$ cat src/rtl/add8_err_meter_pkg.sv
// add_meter_pkg: shared FSM state type, accumulator width helpers and popcount
// for the approximate-adder error meter.
package add_meter_pkg;

    typedef enum logic [1:0] {IDLE, SWEEP, DRAIN, DONE} state_t;

    function automatic int cnt_w(int w);
        return 2 * w + 1;
    endfunction

    function automatic int abs_w(int w);
        return 3 * w + 1;
    endfunction

    function automatic int sq_w(int w);
        return 4 * w + 2;
    endfunction

    function automatic int hd_w(int w);
        return 2 * w + 4;
    endfunction

    function automatic logic [5:0] popcount(logic [31:0] x);
        logic [5:0] n;
        n = '0;
        for (int k = 0; k < 32; k++) n += {5'b0, x[k]};
        return n;
    endfunction

endpackage

$ cat src/rtl/add8_err_meter_accum.sv
// add_err_accum: two-stage error datapath; stage 1 registers diff/|diff|/popcount,
// stage 2 folds valid entries into the five error accumulators.
module add_err_accum
    import add_meter_pkg::*;
#(
    parameter int W = 8
) (
    input  logic                  clk,
    input  logic                  rst,
    input  logic                  clr,
    input  logic                  in_valid,
    input  logic [W:0]            apx_o,
    input  logic [W:0]            exact,
    output logic [cnt_w(W)-1:0]   err_count,
    output logic [abs_w(W)-1:0]   sum_abs_err,
    output logic [sq_w(W)-1:0]    sum_sq_err,
    output logic [W:0]            max_abs_err,
    output logic [hd_w(W)-1:0]    hd_sum
);

    localparam int OW = W + 1;
    localparam int CW = cnt_w(W);
    localparam int AW = abs_w(W);
    localparam int SW = sq_w(W);
    localparam int HW = hd_w(W);

    logic signed [W+1:0] diff, s1_diff;
    logic [W:0]          mag, s1_abs;
    logic [5:0]          s1_pc;
    logic                s1_v;
    logic [2*W+1:0]      sq;

    // One extra bit keeps the unsigned operands' difference exact as signed.
    assign diff = $signed({1'b0, apx_o}) - $signed({1'b0, exact});
    assign mag  = diff[W+1] ? OW'(-diff) : diff[W:0];
    assign sq   = {{(W+1){1'b0}}, s1_abs} * {{(W+1){1'b0}}, s1_abs};

    always_ff @(posedge clk) begin
        if (rst || clr) begin
            s1_v        <= 1'b0;
            s1_diff     <= '0;
            s1_abs      <= '0;
            s1_pc       <= '0;
            err_count   <= '0;
            sum_abs_err <= '0;
            sum_sq_err  <= '0;
            max_abs_err <= '0;
            hd_sum      <= '0;
        end else begin
            s1_v    <= in_valid;
            s1_diff <= diff;
            s1_abs  <= mag;
            s1_pc   <= popcount(32'(apx_o ^ exact));
            if (s1_v) begin
                err_count   <= err_count + CW'(s1_diff != 0);
                sum_abs_err <= sum_abs_err + AW'(s1_abs);
                sum_sq_err  <= sum_sq_err + SW'(sq);
                hd_sum      <= hd_sum + HW'(s1_pc);
                if (s1_abs > max_abs_err) max_abs_err <= s1_abs;
            end
        end
    end

endmodule

$ cat src/rtl/add8_err_meter.sv
// add8_err_meter: sweeps every A/B pair through an external approximate adder
// and accumulates EP/MAE/MSE/WCE/HD error metrics against the exact sum.
module add8_err_meter
    import add_meter_pkg::*;
#(
    parameter int W       = 8,
    parameter int DUT_LAT = 0
) (
    input  logic                  clk,
    input  logic                  rst,
    input  logic                  start,
    output logic                  busy,
    output logic                  done,
    output logic [W-1:0]          apx_a,
    output logic [W-1:0]          apx_b,
    input  logic [W:0]            apx_o,
    output logic [cnt_w(W)-1:0]   err_count,
    output logic [abs_w(W)-1:0]   sum_abs_err,
    output logic [sq_w(W)-1:0]    sum_sq_err,
    output logic [W:0]            max_abs_err,
    output logic [hd_w(W)-1:0]    hd_sum
);

    localparam int IW = 2 * W;
    localparam int DW = $clog2(DUT_LAT + 2) + 1;

    state_t          state, state_nx;
    logic [IW-1:0]   idx;
    logic [DW-1:0]   drain_cnt;
    logic [W:0]      ex_pipe [DUT_LAT+1];
    logic [DUT_LAT:0] v_pipe;
    logic            clr, launch, drained;

    assign launch  = state == SWEEP;
    assign drained = drain_cnt == DW'(DUT_LAT + 1);
    assign clr     = start && (state == IDLE || state == DONE);

    always_comb begin
        state_nx = clr ? SWEEP
                 : (launch && &idx) ? DRAIN
                 : (state == DRAIN && drained) ? DONE
                 : state;
        busy = state == SWEEP || state == DRAIN;
        done = state == DONE;
    end

    always_ff @(posedge clk) begin
        if (rst) state <= IDLE;
        else     state <= state_nx;
    end

    // The exact sum rides alongside the vector so it meets apx_o DUT_LAT cycles later.
    always_ff @(posedge clk) begin
        if (rst) begin
            idx       <= '0;
            drain_cnt <= '0;
            apx_a     <= '0;
            apx_b     <= '0;
            v_pipe    <= '0;
            for (int k = 0; k <= DUT_LAT; k++) ex_pipe[k] <= '0;
        end else begin
            idx        <= clr ? '0 : launch ? idx + IW'(1) : idx;
            drain_cnt  <= state == DRAIN ? drain_cnt + DW'(1) : '0;
            v_pipe[0]  <= launch;
            ex_pipe[0] <= {1'b0, idx[IW-1:W]} + {1'b0, idx[W-1:0]};
            for (int k = 1; k <= DUT_LAT; k++) begin
                v_pipe[k]  <= v_pipe[k-1];
                ex_pipe[k] <= ex_pipe[k-1];
            end
            if (launch) begin
                apx_a <= idx[IW-1:W];
                apx_b <= idx[W-1:0];
            end
        end
    end

    add_err_accum #(.W(W)) u_accum (
        .clk         (clk),
        .rst         (rst),
        .clr         (clr),
        .in_valid    (v_pipe[DUT_LAT]),
        .apx_o       (apx_o),
        .exact       (ex_pipe[DUT_LAT]),
        .err_count   (err_count),
        .sum_abs_err (sum_abs_err),
        .sum_sq_err  (sum_sq_err),
        .max_abs_err (max_abs_err),
        .hd_sum      (hd_sum)
    );

endmodule

$ cat config.mk
export PLATFORM = sky130hd
export DESIGN_NAME = add8_err_meter
export DESIGN_NICKNAME = d
export VERILOG_FILES = /design/src/rtl/add8_err_meter_pkg.sv /design/src/rtl/add8_err_meter_accum.sv /design/src/rtl/add8_err_meter.sv
export SDC_FILE = /design/constraint.sdc
export NUM_CORES = 1
export LEC_CHECK = 0
export CORE_ASPECT_RATIO = 1.1
export CORE_MARGIN = 2
export CORE_UTILIZATION = 50
export DETAILED_ROUTE_END_ITERATION = 8
export GPL_TIMING_DRIVEN = 0
export PLACE_DENSITY = 0.8
export REMOVE_ABC_BUFFERS = 1
export SLEW_MARGIN = 40
export SYNTH_ARGS = -nofsm -noshare
export SYNTH_HDL_FRONTEND = slang
export SYNTH_SLANG_ARGS = --single-unit
$ cat constraint.sdc
create_clock -name clk -period 7.4 [get_ports clk]
set_clock_uncertainty 0.1 [all_clocks]
set_input_delay 1.11 -clock clk [delete_from_list [all_inputs] [get_ports clk]]
set_output_delay 1.11 -clock clk [all_outputs]
set_load 0.01 [all_outputs]
Yosys cells after proc, flatten, opt, wreduce, memory -nomap -nowiden --
Memories as Yosys holds them, arrays and structs flattened. Index checks and enable logic that the tools add are counted.
Operators by class: reduce and logical (&&, ||, !) cells 15, eq/ne operators 4, add/sub/neg operators 40, bitwise gates (word level) 2, order comparisons 1, shift operators 0, divide/modulo/power cells 0, muxes and demuxes 9, multiply operators 1
Operators by type and width (count):
- adder 6 x 1 -> 6 bit, second input constant | 23
- adder 6 x 1 -> 6 bit | 7
- adder 34 x 18 -> 34 bit | 1
- nonzero test 32 bit | 1
- adder 25 x 9 -> 25 bit | 1
- adder 20 x 6 -> 20 bit | 1
- multiplier 9 x 9 -> 18 bit | 1
- 2-to-1 mux 9 bit | 2
- adder 17 x 1 -> 17 bit | 1
- adder 16 x 1 -> 16 bit, second input constant | 1
- AND reduction 16 bit | 1
- subtractor 9 x 9 -> 10 bit | 1
- adder 8 x 8 -> 9 bit | 1
- greater-than comparator 9 bit | 1
- negation 9 bit | 1
- OR reduction 9 bit | 1
- XOR 9 bit | 1
- 2-to-1 mux 1 bit | 5
- equality test 2 x 1 -> 1 bit, second input constant | 2
- equality test 2 bit, second input constant | 2
- 2-to-1 mux 2 bit | 2
- OR reduction 2 bit | 2
- logical AND 1 bit | 3
- logical OR 1 bit | 3
- other kinds (7) | 7
Storage, ports and cells: memories kept 1, flip-flop bits (word level) 168, latch bits 0, input bits 12, memory bits (writable) 9, bits in read-only memories 0
Memories:
- ex_pipe | depth 1, bits a word 9, rd ports 1, clocked after Yosys merged registers in 0, wr ports 1, RTL line add8_err_meter.sv:30 | logic [W:0] ex_pipe [DUT_LAT+1];

Logic depth before layout (Yosys ltp) --
Gate-level depths: netlist of the first run. An unclocked memory read counts as a cell.
word-level depth 33, gate-level depth with buffers 21

By module --
From an unflattened synthesis of the first run, not the netlist that was laid out.
Unflattened totals: cells, all modules 1279, area total of the unflattened synthesis 11113.2 um^2
By module, submodules not included:
- add_err_accum | area an instance 9102.5 um^2, cells each 1067, times used 1
- add8_err_meter | area an instance 2010.7 um^2, cells each 212, times used 1

Least setup slack after synthesis of the first run --
Ideal clock, no wire load.
path type flip-flop to flip-flop, from register u_accum.s1_abs[1], to register u_accum.sum_sq_err[31], cell stages (with the launch flop) 22, clock period less this slack 5.450 ns, arrival time 5.280 ns, slack 1.950 ns, cell sequence dfxtp_1 -> inv_1 -> nor2_1 -> inv_1 -> fa_1 -> inv_1 -> fa_1 -> inv_1 -> fa_1 -> inv_1 -> fa_1 -> inv_1 -> fa_1 -> inv_1 -> ha_1 -> nand4_1 -> a21oi_2 -> a211oi_2 -> o31ai_4 -> nand2_2 -> or4_1 -> a21oi_1
Between the ends: word-level cells in the longest chain between the ends 2
Ends and longest elaborated chain:
- from (decl) | RTL line add8_err_meter_accum.sv:28 | logic [W:0] mag, s1_abs;
- from (signal assigned) | RTL line add8_err_meter_accum.sv:52 | s1_abs <= mag;
- multiplier 9 x 9 -> 18 bit | RTL line add8_err_meter_accum.sv:36 | assign sq = {{(W+1){1'b0}}, s1_abs} * {{(W+1){1'b0}}, s1_abs};
- adder 34 x 18 -> 34 bit | RTL line add8_err_meter_accum.sv:57 | sum_sq_err <= sum_sq_err + SW'(sq);
- to (signal assigned) | RTL line add8_err_meter_accum.sv:57
- to (decl) | RTL line add8_err_meter_accum.sv:16 | output logic [sq_w(W)-1:0] sum_sq_err,
Every way passes these cells. A chain may end at the register's enable or synchronous reset.

Worst setup path in the final report of the first run --
from register u_accum.s1_abs[6], to register u_accum.sum_sq_err[33]
The elaborated chain is that of the path after synthesis.

==> impl_metrics.py, run 1 <==
metrics = {
    "outcome": {
        "status": "finished clean",
    },
    "clock_network": {
        "postCtsHoldBufs": 0,
        "postCtsSetupBuffers": 0,
        "cts_resized": 0,
        "cts_tree": "built",
        "cts_buffers": 17,
        "clkSlewWorstSetupHoldPaths_ps": 70,
        "cts.path.max_buffers": 2,
        "clock_latency_ps": 430,
        "htree_num_levels": 4,
        "clkSinkCount": 174,
        "root_buffer": "clkbuf_16",
    },
    "finish": {
        "fin_nets": 1550,
        "drive_gt1_share_pct": 4.00,
        "fill_cells": 1859,
        "antenna_cells": 0,
        "areaGrowthSynthToFinish_pct": 20.4,
        "finalNonFillerCells": 1689,
    },
    "synthesis": {
        "synthDistinctLibCells": 58,
        "synth_area_um2": 11000,
        "ys_ff_latch": 174,
        "async_flop_share_pct": 0,
        "yosys_warnings": 0,
        "post-synth-top-count-cell": "nor2_1",
        "synth_top_area_cell": "dfxtp_1",
        "ys.flop_type": "dfxtp_1",
        "ys_seq_area_share_pct": 31.6,
        "synth_edf_count": 0,
        "yosysTopAreaCellShare_pct": 31.6,
        "synthCells": 1267,
        "syn-mean-instance-area_um2": 8.69,
        "synth_common_cells": "nor2_1, dfxtp_1, inv_1",
        "synthTopCellsByArea": "dfxtp_1, ha_1, fa_1, nor2_1, inv_1",
    },
    "pwr": {
        "clkPwrFrac_pct": 41.2,
        "switching_share_pct": 27.7,
        "p_int_uw": 1600,
        "p_per_area_nw_per_um2": 167,
        "leakagePower_uw": 0.00544,
        "pwr-share-seq_pct": 44.2,
        "pwr-share-comb_pct": 14.7,
        "p_sw_uw": 613,
        "peakVddDrop_mv": 0.183,
        "total_power_uw": 2210,
    },
    "drt": {
        "top_layer_used": "met4",
        "vias": 8785,
        "ant_nets": 0,
        "drc": 0,
        "met2_length_um": 12300,
        "drtPass1Iterations": 5,
        "routed_via_density": 5.20,
        "totalWireLength_um": 23600,
        "route.met3.wl_um": 883,
        "drtIter0Drc": 411,
        "wl_met1_um": 9970,
        "wl_per_cell_um": 14.0,
    },
    "grt": {
        "grt_pass1_wl_um": 40100,
        "grt_pass1_vias": 8644,
        "grt-ovfl-total": 0,
        "track_usage_pct": 20.7,
        "antenna_found_initial": 0,
        "grt_start_max_net_pins": 57,
    },
    "floorplan": {
        "ios": 135,
        "die_y_um": 160,
        "row_count": 56,
        "die_area_um2": 23200,
        "start_util_pct": 51.3,
        "design.core.area_um2": 21400,
        "fp.dieW_um": 145,
    },
    "sta": {
        "max_freq_mhz": 158,
        "drv_slew": 0,
        "finalHoldViolCount": 0,
        "setup_viol": 0,
        "slew_headroom_pct": 42.4,
        "finalSetupTns_ps": 0,
        "layout_min_cycle_time_ps": 6320,
        "rsz0062_at_grt": "no",
        "max_slew.worst_pin.slew_ps": 865,
        "layout_worst_path_cycle_share_pct": 85.4,
    },
    "worst_setup_path": {
        "crit_type": "reg2reg",
        "crit_required_ps": 7610,
        "cp-end-kind": "flip-flop",
        "cp_max_fo": 13,
        "start_kind": "flip-flop",
        "cp.arrival_ps": 6530,
    },
    "flow_run": {
        "maxCapViolCount": 0,
    },
    "min_path": {
        "hp-class": "reg2reg",
    },
    "place": {
        "place.gp.congestion": 0.885,
        "dp_cells": 1657,
        "hpwl_um": 17500,
        "io_buffers": 134,
    },
}
==> logic make-up (layout without fill, tap and decap cells) <==
family | after synthesis | count (layout) | share of synthesized area, %
simple gates | 430 | 430 | 17.9
buf+inv | 188 | 320 | 6.47
compound gates | 176 | 176 | 10.8
flops | 174 | 174 | 31.6
fa+ha+maj | 152 | 152 | 21.0
xor+xnor | 103 | 103 | 8.19
mux | 44 | 44 | 4.00
==> final timing paths <==
| kind | startpoint | end | slack (ps) | depth (start not counted) |
|---|---|---|---|---|
| max | u_accum.s1_abs[6] | u_accum.sum_sq_err[33] | 1080 | 21 |
| min | drain_cnt[0] | drain_cnt[0] | 330 | 1 |
| max reg2reg | u_accum.s1_abs[6] | u_accum.sum_sq_err[33] | 1080 | 21 |
| min reg2reg | drain_cnt[0] | drain_cnt[0] | 330 | 1 |
==> placed cells by master, fill, tap and decap left out, types with 19 or more instances in the layout <==
cell type	Yosys	layout
nor2_1	187	187
dfxtp_1	174	173
inv_1	148	148
clkdlybuf4s50_1	0	133
ha_1	97	96
nand2_1	83	83
xnor2_1	62	62
a21oi_1	59	57
fa_1	55	55
mux2i_1	44	44
xor2_1	41	41
o21ai_0	32	32
nand3_1	30	30
nor2b_1	23	23
nand4_1	19	19
==> power by group through the flow <==
stage | Clock, uW | Sequential [uW] | Combinational, uW
final | 912 | 978 | 325
after global routing | 971 | 979 | 376
after global placement | 0 | 1000 | 304
after detailed placement | 0 | 999 | 323
after floorplan | 0 | 991 | 247
after CTS | 931 | 977 | 327
==> worst max-delay path, cell delays in order (launching register included) <==
cell	delay, ps
dfxtp_1	660
inv_1	270
nor2_1	230
inv_1	90
fa_1	590
inv_1	80
fa_1	500
inv_1	50
fa_1	470
inv_1	60
fa_1	530
inv_1	50
fa_1	490
inv_1	40
ha_1	360
nand4_1	170
a21oi_2	70
a211oi_2	420
o21bai_1	200
a21oi_1	530
or4_1	200
a21oi_1	60
==> metal layers <==
| layer | global-route usage, % | vias to the layer above |
|---|---|---|
| met3 | 4.20 | 41 |
| met4 | 6.86 | 0 |
| li1 | - | 4426 |
| met2 | 38.1 | 164 |
| met5 | 0 | - |
| met1 | 23.8 | 4154 |
==> per-stage QoR <==
step | setup slack [ps] | instance area, um2 | utilization, % | hold slack [ps]
6_report | 1080 | 13300 | 61.8 | 327
5_1_grt | 787 | 13300 | 61.8 | 355
4_1_cts | 1060 | 13300 | 61.8 | 335
3_5_place_dp | 1080 | 12700 | 59.0 | 317
3_3_place_gp | 941 | 12600 | 58.6 | 306
2_1_floorplan | 1830 | 10900 | - | 298
==> final cells by class <==
class	count	area (um2)	area share, %
clock buffers	18	439	3.31
clock inverters	14	155	1.17
inverters	149	559	4.22
multi-input cells	905	6840	51.6
flip-flops and latches	174	3490	26.3
well taps	290	363	2.74
repair buffers	139	1410	10.7
==> state kept, by name, summed over array words and instances, names as in the netlist, 8 cells and up <==
| signal | cells |
|---|---|
| u_accum.sum_sq_err | 34 |
| u_accum.sum_abs_err | 25 |
| u_accum.hd_sum | 20 |
| u_accum.err_count | 17 |
| idx | 16 |
| ex_pipe | 9 |
| u_accum.max_abs_err | 9 |
| u_accum.s1_abs | 9 |
| u_accum.s1_diff | 9 |
| apx_a | 8 |
| apx_b | 8 |
No activity file was read; power rests on OpenSTA's default activity.
==> run 2: changes to the inputs <==
--- a/config.mk
+++ b/config.mk
@@ -12,7 +12,7 @@
 export GPL_TIMING_DRIVEN = 0
 export PLACE_DENSITY = 0.8
 export REMOVE_ABC_BUFFERS = 1
-export SLEW_MARGIN = 40
+export SLEW_MARGIN = 15
 export SYNTH_ARGS = -nofsm -noshare
 export SYNTH_HDL_FRONTEND = slang
 export SYNTH_SLANG_ARGS = --single-unit
==> run 2 against run 1 <==
Effect of this change:
- clock-buffer cell count increased by 1
- critical path type unchanged
- die area unchanged
- flip-flop and latch count did not move
- highest routed layer unchanged
- utilization is 0.087 points lower
- critical endpoint is now u_accum.sum_sq_err[21]
- largest cell class unchanged
- first-iteration DRC count shrank 11%
==> impl_metrics.py, run 2 (synthesized netlist as in run 1, its figures left out) <==
metrics = {
    "floorplan": {
        "start_util_pct": 51.3,
        "die_y_um": 160,
        "die_area_um2": 23200,
        "ios": 135,
        "design.core.area_um2": 21400,
        "fp.dieW_um": 145,
        "row_count": 56,
    },
    "grt": {
        "grt_pass1_vias": 8463,
        "track_usage_pct": 20.3,
        "grt_pass1_wl_um": 39400,
        "antenna_found_initial": 0,
        "grt-ovfl-total": 0,
        "grt_start_max_net_pins": 73,
    },
    "sta": {
        "setup_viol": 0,
        "finalSetupTns_ps": 0,
        "drv_slew": 0,
        "layout_worst_path_cycle_share_pct": 86.1,
        "rsz0062_at_grt": "no",
        "slew_headroom_pct": 23.7,
        "finalHoldViolCount": 0,
        "max_freq_mhz": 157,
        "max_slew.worst_pin.slew_ps": 1140,
        "whs_ps": 325,
        "layout_min_cycle_time_ps": 6370,
    },
    "clock_network": {
        "cts_buffers": 17,
        "postCtsSetupBuffers": 0,
        "cts_resized": 0,
        "postCtsHoldBufs": 0,
        "root_buffer": "clkbuf_16",
        "clkSlewWorstSetupHoldPaths_ps": 70,
        "htree_num_levels": 4,
        "clkSinkCount": 174,
        "cts_tree": "built",
        "clock_latency_ps": 420,
        "cts.path.max_buffers": 2,
    },
    "worst_setup_path": {
        "r2r_start": "u_accum.s1_abs[6]",
        "cp_max_fo": 13,
        "cp_common_cell": "inv_1",
        "timing.critical_path.from": "u_accum.s1_abs[6]",
        "path_cells": "inv_1, nor2_1, inv_1, fa_1, inv_1, fa_1, inv_1, fa_1, inv_1, fa_1, inv_1, fa_1, inv_1, ha_1, nand4_1, a21oi_2, a211oi_2, o21bai_1, a21oi_1, or4_1, nand2_1",
        "start_kind": "flip-flop",
        "crit_cells": 21,
        "cp_slowest_stage_delay_ps": 680,
        "critPathTopFamily": "adder cells",
        "crit_path_end": "u_accum.sum_sq_err[21]",
        "cp.arrival_ps": 6570,
        "crit_type": "reg2reg",
        "crit_required_ps": 7600,
        "rrSetupSlack_ps": 1030,
        "reg2reg_to": "u_accum.sum_sq_err[21]",
        "critical_path_buf_inv_count": 7,
        "worst_path_max_delay_cell": "dfxtp_1",
        "cp-end-kind": "flip-flop",
        "reg2reg_depth": 21,
    },
    "outcome": {
        "status": "finished clean",
    },
    "finish": {
        "fin_nets": 1548,
        "multi_input_area_um2": 6830,
        "top_regs": "u_accum.sum_sq_err (34), u_accum.sum_abs_err (25), u_accum.hd_sum (20)",
        "areaGrowthSynthToFinish_pct": 20.2,
        "seq_area_um2": 3480,
        "antenna_cells": 0,
        "largest_register": "u_accum.sum_sq_err",
        "utilization_pct": 61.7,
        "final_cell_mix": "nor2_1, dfxtp_1, inv_1",
        "drive_gt1_share_pct": 3.51,
        "layout_commonest_cell": "nor2_1",
        "largest_reg_flops": 34,
        "fill_cells": 1850,
    },
    "drt": {
        "ant_nets": 0,
        "drc": 0,
        "vias": 8687,
        "totalWireLength_um": 23500,
        "wl_per_cell_um": 13.9,
        "routed_via_density": 5.15,
        "drtPass1Iterations": 4,
        "drtIter0Drc": 365,
    },
    "pwr": {
        "peakVddDrop_mv": 0.172,
        "p_per_area_nw_per_um2": 169,
        "leakagePower_uw": 0.00543,
    },
    "place": {
        "hpwl_um": 17200,
        "place.gp.congestion": 0.885,
        "io_buffers": 134,
    },
    "flow_run": {
        "maxCapViolCount": 0,
    },
    "min_path": {
        "hp-class": "reg2reg",
    },
}
## run 2: changes by cell type in the layout (fill, tap and decap cells not counted), sizes merged
cell / delta
clkbuf: +1
clkdlybuf4s50: +1
buf: -3
bufinv: +1
clkinv: -3
clkinvlp: +1
inv: -1
## run 2: stage by stage
stage / total power (uW) / instance area (um2) / instances / worst slack [ps]
floorplan: 1240 / 10900 / 1228 / 1830
global placement: 1300 / 12600 / 1652 / 941
detailed placement: 1320 / 12600 / 1655 / 1100
CTS: 2260 / 13200 / 1686 / 1050
global route: 2350 / 13200 / 1686 / 792
finish: 2230 / 13200 / 1686 / 1030
## run 2: routing by layer
metal  part of all wire, %  track usage [%]  vias up
met2                    52             37.6      134
met3                   3.9             4.49       34
met1                    42             23.1     4095
met5                     0                0        -
met4                   2.1             6.95        0
li1                      -                -     4424
## run 2: cell type report
cell class | count | area share [%]
Clock buffer | 19 | 3.35
Clock inverter | 12 | 1.20
Inverter | 149 | 4.22
Multi-Input combinational cell | 905 | 51.6
Sequential cell | 174 | 26.3
Tap cell | 290 | 2.74
Timing Repair Buffer | 137 | 10.5
## run 2: worst reg2reg max path, cell delays in order (launching register included)
cell and delay, ps:
dfxtp_1 680, inv_1 250, nor2_1 240, inv_1 90
fa_1 600, inv_1 80, fa_1 500, inv_1 50
fa_1 470, inv_1 60, fa_1 530, inv_1 50
fa_1 500, inv_1 40, ha_1 360, nand4_1 170
a21oi_2 80, a211oi_2 420, o21bai_1 200, a21oi_1 540
or4_1 210, nand2_1 60
## run 2: how the worst min path moves through the flow
stage	startpoint	endpoint	depth (start not counted)
CTS	drain_cnt[0]	drain_cnt[0]	1
global placement	drain_cnt[0]	drain_cnt[0]	1
detailed placement	drain_cnt[0]	drain_cnt[0]	1
global route	drain_cnt[0]	drain_cnt[0]	1
finish	drain_cnt[0]	drain_cnt[0]	1
floorplan	drain_cnt[0]	drain_cnt[0]	1
## run 2: where the power goes
| part | switching, uW | internal, uW | leakage [uW] |
|---|---|---|---|
| logic | 189 | 136 | 0.00373 |
| registers | 25.6 | 953 | 0.00141 |
| clock network | 388 | 543 | 0.000291 |
